===== config.mk =====
export PLATFORM = sky130hd
export DESIGN_NAME = screen_writer
export DESIGN_NICKNAME = d
export VERILOG_FILES = /design/src/rtl/screen_pkg.sv /design/src/rtl/screen_addr.sv /design/src/rtl/screen_writer.sv
export SDC_FILE = /design/constraint.sdc
export NUM_CORES = 1
export LEC_CHECK = 0
export BUFFER_PORTS_ARGS = -buffer_cell sky130_fd_sc_hd__buf_2
export CORE_ASPECT_RATIO = 0.7
export CORE_MARGIN = 2
export CORE_UTILIZATION = 55
export DETAILED_ROUTE_END_ITERATION = 10
export HOLD_SLACK_MARGIN = 0.03
export PLACE_DENSITY = 0.77
export SYNTH_ARGS = -nofsm -noshare
export SYNTH_HDL_FRONTEND = slang
export SYNTH_SLANG_ARGS = --single-unit

===== constraint.sdc =====
create_clock -name clock -period 4.3 [get_ports clock]
set_input_delay 0.86 -clock clock [delete_from_list [all_inputs] [get_ports clock]]
set_output_delay 0.86 -clock clock [all_outputs]
set_load 0.01 [all_outputs]

===== src/rtl/screen_pkg.sv =====
// screen_pkg: screen geometry and the opcode and state encodings shared by the writer.
package screen_pkg;
    localparam int COLS = 40;
    localparam int ROWS = 30;
    localparam int AW = 11;
    typedef enum logic [1:0] {OP_WRITE, OP_FILL, OP_FILLROW, OP_RSVD} op_t;
    typedef enum logic [1:0] {IDLE, WRITE, FILL} state_t;
endpackage


===== src/rtl/screen_addr.sv =====
// screen_addr: row-major character address, row*COLS+col.
module screen_addr #(
    parameter int COLS = screen_pkg::COLS
) (
    input  logic [4:0]  row,
    input  logic [5:0]  col,
    output logic [10:0] addr
);
    logic [10:0] r;
    logic [10:0] c;
    always_comb begin
        r = {6'd0, row};
        c = {5'd0, col};
        // The 40-column screen needs only two shifts and an add.
        addr = (COLS == 40) ? (r << 5) + (r << 3) + c : r * 11'(COLS) + c;
    end
endmodule


===== src/rtl/screen_writer.sv =====
// screen_writer: turns write/fill/fill-row commands into a stream of screen-memory writes.
module screen_writer
    import screen_pkg::*;
#(
    parameter int COLS  = screen_pkg::COLS,
    parameter int ROWS  = screen_pkg::ROWS,
    parameter int CBITS = 4
) (
    input  logic             clock,
    input  logic             reset,
    input  logic             cmd_valid,
    output logic             cmd_ready,
    input  logic [1:0]       cmd_op,
    input  logic [4:0]       cmd_row,
    input  logic [5:0]       cmd_col,
    input  logic [CBITS-1:0] cmd_char,
    output logic             smem_we,
    output logic [10:0]      smem_addr,
    output logic [CBITS-1:0] smem_wdata,
    output logic             busy,
    output logic             err
);
    state_t           state;
    state_t           state_next;
    op_t              op;
    logic [10:0]      addr;
    logic [10:0]      last;
    logic [CBITS-1:0] data;
    logic [10:0]      row_start;
    logic [10:0]      row_end;
    logic [10:0]      start_addr;
    logic [10:0]      end_addr;
    logic             accept;
    logic             bad;

    assign op = op_t'(cmd_op);

    screen_addr #(.COLS(COLS)) u_start (
        .row  (cmd_row),
        .col  (op == OP_WRITE ? cmd_col : 6'd0),
        .addr (row_start)
    );

    screen_addr #(.COLS(COLS)) u_end (
        .row  (cmd_row),
        .col  (6'(COLS - 1)),
        .addr (row_end)
    );

    always_comb begin
        accept     = cmd_valid && cmd_ready;
        bad        = (op == OP_RSVD) || (op != OP_FILL && cmd_row >= 5'(ROWS))
                     || (op == OP_WRITE && cmd_col >= 6'(COLS));
        start_addr = (op == OP_FILL) ? 11'd0 : row_start;
        end_addr   = (op == OP_FILL) ? 11'(ROWS * COLS - 1) : row_end;
    end

    always_ff @(posedge clock) begin
        if (reset) begin
            state <= IDLE;
            addr  <= '0;
            last  <= '0;
            data  <= '0;
            err   <= 1'b0;
        end else begin
            state <= state_next;
            err   <= accept && bad;
            if (accept) begin
                addr <= start_addr;
                last <= end_addr;
                data <= cmd_char;
            end else if (state == FILL && addr != last) begin
                addr <= addr + 11'd1;
            end
        end
    end

    always_comb begin
        state_next = state;
        case (state)
            IDLE:    state_next = (accept && !bad) ? (op == OP_WRITE ? WRITE : FILL) : IDLE;
            WRITE:   state_next = IDLE;
            FILL:    state_next = (addr == last) ? IDLE : FILL;
            default: state_next = IDLE;
        endcase
    end

    always_comb begin
        cmd_ready  = state == IDLE;
        busy       = state != IDLE;
        smem_we    = state != IDLE;
        smem_addr  = addr;
        smem_wdata = data;
    end
endmodule

# Word level (Yosys, flattened, before mapping)
# Index checks and enable logic that the tools add are counted.
op_classes:
  magnitude_cmp: 2
  n_addsub: 4
  eq_ne: 6
  reduce_logical: 13
  muxes: 9
ops:
  columns: ["operator", "count"]
  rows:
  - ["11-bit two-way mux", 4]
  - ["10-bit by 8-bit adder with 11-bit output", 1]
  - ["11-bit by 1-bit adder with 11-bit output (second input constant)", 1]
  - ["11-bit by 6-bit adder with 11-bit output", 1]
  - ["11-bit by 6-bit adder with 11-bit output (second input constant)", 1]
  - ["11-bit equality test", 1]
  - ["11-bit inequality test", 1]
  - ["6-bit >= comparator (second input constant)", 1]
  - ["1-bit logical AND", 6]
  - ["2-bit two-way mux", 3]
  - ["6-bit two-way mux", 1]
  - ["5-bit >= comparator (second input constant)", 1]
  - ["2-bit equality test (second input constant)", 2]
  - ["2-bit zero test", 2]
  - ["2-bit one-hot mux with 2 select lines", 1]
  - ["2-bit nonzero test", 2]
  - ["2-bit by 1-bit equality test with 1-bit output (second input constant)", 1]
  - ["1-bit logical OR", 2]
  - ["2-bit by 1-bit inequality test with 1-bit output (second input constant)", 1]
  - ["1-bit zero test", 1]
word_totals:
  wordCells: 39
  output_inout_bits: 19
  in_bits: 20
  register_bits: 29

# Longest topological paths before layout
depth:
  depth_word: 8
  depth_mapped: 9
  mapped_depth_nobuf: 9

# Modules after synthesis
# Synthesis repeated with hierarchy kept, for this count alone.
unflattened:
  cells_unflattened: 283
  area_unflattened_um2: 2376.0
by_module_without_submodules:
  columns: ["mod", "n_inst", "seq_area_each_um2", "area_per_inst_um2", "cells_each"]
  rows:
  - ["screen_writer", 1, 580.6, 1732.9, 207]
  - ["screen_addr", 2, 0.0, 321.6, 38]

# Worst setup path after synthesis
# No wires, ideal clock.
synth_timing:
  path_type: "input to register"
  startpoint: "input port cmd_row[0]"
  endpoint: "register addr[9] (netlist: smem_addr[9])"
  setup_time_ns: 0.133
  t_required_ns: 4.167
  arrival_ns: 2.458
  n_path_buf: 0
  path_stages: 7
  path_slack_ns: 1.709
  path_cell_list: "ha_1 > fa_1 > xor2_1 > nand3_1 > or4_1 > nand3_1 > a31oi_1"
synth_between:
  elab_chain_cells: 4
synth_lines:
  columns: ["item", "line_no", "rtl"]
  rows:
  - ["start, declared", "screen_writer.sv:14", "input logic [4:0] cmd_row,"]
  - ["10-bit by 8-bit adder with 11-bit output", "screen_addr.sv:15", "addr = (COLS == 40) ? (r << 5) + (r << 3) + c : r * 11'(COLS) + c;"]
  - ["11-bit by 6-bit adder with 11-bit output", "screen_addr.sv:15", null]
  - ["11-bit two-way mux", "screen_writer.sv:54", "start_addr = (op == OP_FILL) ? 11'd0 : row_start;"]
  - ["11-bit two-way mux", "screen_writer.sv:68", "if (accept) begin"]
  - ["end signal, assigned", "screen_writer.sv:69", "addr <= start_addr;"]
  - ["end signal, assigned", "screen_writer.sv:73", "addr <= addr + 11'd1;"]
  - ["end, declared", "screen_writer.sv:26", "logic [10:0] addr;"]
# No other way between the ends.
# A chain may end at the register's enable or synchronous reset.

# Final worst setup path
layout_timing:
  startpoint: "input port cmd_op[1]"
  endpoint: "register addr[8] (netlist: smem_addr[8])"
layout_between:
  elab_chain_cells: 5
  elab_cells_between_ends: 6
  classes_between: "add/sub (1); eq/ne (1); mux (3); reduce/logical (1)"
layout_lines:
  columns: ["item", "line_no", "rtl"]
  rows:
  - ["start, declared", "screen_writer.sv:13", "input logic [1:0] cmd_op,"]
  - ["2-bit zero test", "screen_writer.sv:40", ".col (op == OP_WRITE ? cmd_col : 6'd0),"]
  - ["6-bit two-way mux", "screen_writer.sv:40", null]
  - ["11-bit by 6-bit adder with 11-bit output", "screen_addr.sv:15", null]
  - ["11-bit two-way mux (*)", "screen_writer.sv:54", null]
  - ["11-bit two-way mux (*)", "screen_writer.sv:68", null]
# Mark *: on every way between the ends. The rest lies on a longest branch, timed or not.

==> metrics.cfg <==
[sta]
fin_crit_sh_pct=67.8
setup_tns_ns=0
tightest_slew_ns=0.790
fin_worst_skew_ns=0.00608
final-setup-viol-count=0
fmax_mhz=343
finalMaxSlewViolations=0
rsz0062_at_grt=no
finalHoldViolations=0
layout_min_cycle_time_ns=2.91
relSlewSlack_pct=46.8
whs_ns=0.461

[synth]
synth_edf_count=0
ys_ff_latch=27
synth_top_area_share_pct=28.9
synth_warnings=0
synth_area_leader_cell=dfxtp_1
syn_inst=230
synth.most_common_cell=dfxtp_1
synth_top_flop_cell=dfxtp_1
syn_nets=260
yosysSeqAreaShare_pct=28.9
synthArstFlopShare_pct=0
syn_area_um2=1870
synth_area_leaders=dfxtp_1, ha_1, xor2_1
synth_cell_types=51
syn_area_per_cell_um2=8.12
synth_commonest_cells=dfxtp_1, nand2_1, nor2_1, a21oi_1

[placement]
port_buffers=38
place.gp.congestion=0.912
hpwl_um=3680

[clock_tree]
cts_setup_buffers=0
cts_buffer_depth=2
cts_resized=0
path_clk_slew_ns=0.09
clk_latency_ns=0.28
root_buffer=clkbuf_8
cts_made_buffers=3
cts_tree=built
holdBufCountCts=0
cts.sinks=27
h-tree-depth=1

[setup_path]
crit_end=smem_addr[8]
worstReg2RegEnd=smem_addr[8]
r2r_cells=5
end_kind=flop
crit_path_max_fanout=8
crit_path_start=cmd_op[1]
start_kind=input pin
path_class=in2reg
reg2reg_from=smem_addr[6]
cp.arrival_ns=3.09
critPathRequiredTime_ns=4.47
reg2reg_slack_ns=2.08

[routing]
dr.pass1.iters=5
drt_iter0_drc=176
postRouteAntennaNets=0
vias=1906
avgViaCountPerCell=6.40
post-route-drc-count=0
drt-wirelength-per-cell_um=17.0
wl_um=5070

[run]
drv_cap=0

[grt]
track_usage_pct=28.1
grt_pass1_vias=1672
gr-total-overflow=0
antenna_found_initial=0
grt_pass1_wl_um=8250
grt_max_degree=30

[outcome]
status=finished clean

[finish]
diodes=0
final_nets=291
drive_gt1_share_pct=21.2
synthToLayoutAreaGrowth_pct=12.6
regArea_um2=541
fillers=296
multiInputGateArea_um2=1250

[pwr]
power.density_nw_per_um2=310
p_leak_nw=0.967
vdd.ir_drop.worst_uv=264

[die]
row_count=17
die_height_um=52.8
design.die.area_um2=3890
coreArea_um2=3190
ioPinCount=39
die_width_um=73.7
start_util_pct=58.5

[hold_path]
hold_class=reg2reg
min_delay_path_depth=2

==> state kept, by name, indices dropped and copies added, names as in the netlist <==
name        count
last            9
smem_wdata      4
smem_addr      11
err             1
state           2
==> stage by stage <==
step	util [%]	instance area [um2]	setup slack [ns]	total power (W)	instances
6_report	65.9	2100	1.39	0.000652	298
3_3_place_gp	64.5	2060	1.27	0.000505	294
3_5_place_dp	64.5	2060	1.20	0.000506	294
2_1_floorplan	-	1870	1.71	0.000442	230
5_1_grt	65.9	2100	1.26	0.000688	298
4_1_cts	65.9	2100	1.44	0.000650	298
==> report_power, final <==
| part | internal, W | total [W] | switching (W) |
|---|---|---|---|
| Clock | 0.0000651 | 0.000146 | 0.0000813 |
| Combinational | 0.0000844 | 0.000209 | 0.000124 |
| Sequential | 0.000271 | 0.000297 | 0.0000266 |
| Total | 0.000420 | 0.000652 | 0.000232 |
==> area by class of cell <==
| type | instances | share of cell area (%) |
|---|---|---|
| repair buffers | 39 | 9.40 |
| clock inverters | 1 | 0.238 |
| flip-flops and latches | 27 | 25.7 |
| multi-input cells | 184 | 59.4 |
| clock buffers | 3 | 1.96 |
| well taps | 38 | 2.26 |
| inverters | 6 | 1.07 |
==> worst min-delay path by stage <==
stage               slack (ns)     startpoint            end
floorplan                 0.46        last[9]        last[9]
global placement          0.44  smem_wdata[1]  smem_wdata[1]
detailed placement        0.45  smem_wdata[2]  smem_wdata[2]
CTS                       0.46  smem_wdata[0]  smem_wdata[0]
global route              0.48  smem_wdata[0]  smem_wdata[0]
finish                    0.46  smem_wdata[0]  smem_wdata[0]
==> logic make-up after synthesis <==
logic type | synth area share [%]
DFF | 28.9
xor gates and xnor gates | 7.77
adders and majority gates | 7.50
AOI/OAI and AO/OA | 27.1
buffers and inverters | 4.22
and+or+nand+nor | 24.5
==> layout by cell type, fill, tap and decap left out, types with 2 or more instances in the layout <==
cell / synthesis / final
a211o_1: 2 / 2
xnor2_1: 3 / 3
nand4_1: 5 / 5
and2_1: 5 / 5
nor4_1: 3 / 3
o31ai_1: 6 / 6
inv_1: 6 / 6
a32oi_1: 2 / 2
a22oi_1: 6 / 6
a211oi_1: 2 / 2
o21ai_0: 8 / 8
a21o_1: 2 / 2
fa_1: 2 / 2
o311ai_1: 2 / 2
dfxtp_1: 27 / 27
nor2_1: 21 / 21
a21oi_1: 15 / 15
buf_2: 0 / 38
o311ai_0: 5 / 5
and3_1: 7 / 7
o211a_1: 2 / 2
nand2_1: 23 / 23
xor2_1: 11 / 11
nor3_1: 5 / 5
o32ai_1: 3 / 3
a31oi_1: 4 / 4
nand3_1: 9 / 9
ha_1: 8 / 8
o21a_1: 3 / 3
clkbuf_8: 0 / 3
==> critical path, cell delays in order <==
cell	delay, ns
buf_2	0.12
nor2_1	0.48
and2_1	0.25
ha_1	0.22
nand3_1	0.13
a211oi_1	0.47
o211a_1	0.24
nor3_1	0.05
o32ai_1	0.27
==> per-layer routing <==
metal / vias to the layer above / track usage (%) / share of wire, %
li1: 925 / - / -
met1: 859 / 40.7 / 46
met2: 115 / 42.6 / 42
met3: 7 / 6.35 / 11
met4: 0 / 5.76 / 0.91
met5: - / 0 / 0
Note: power is estimated with default switching activity, not from simulation.
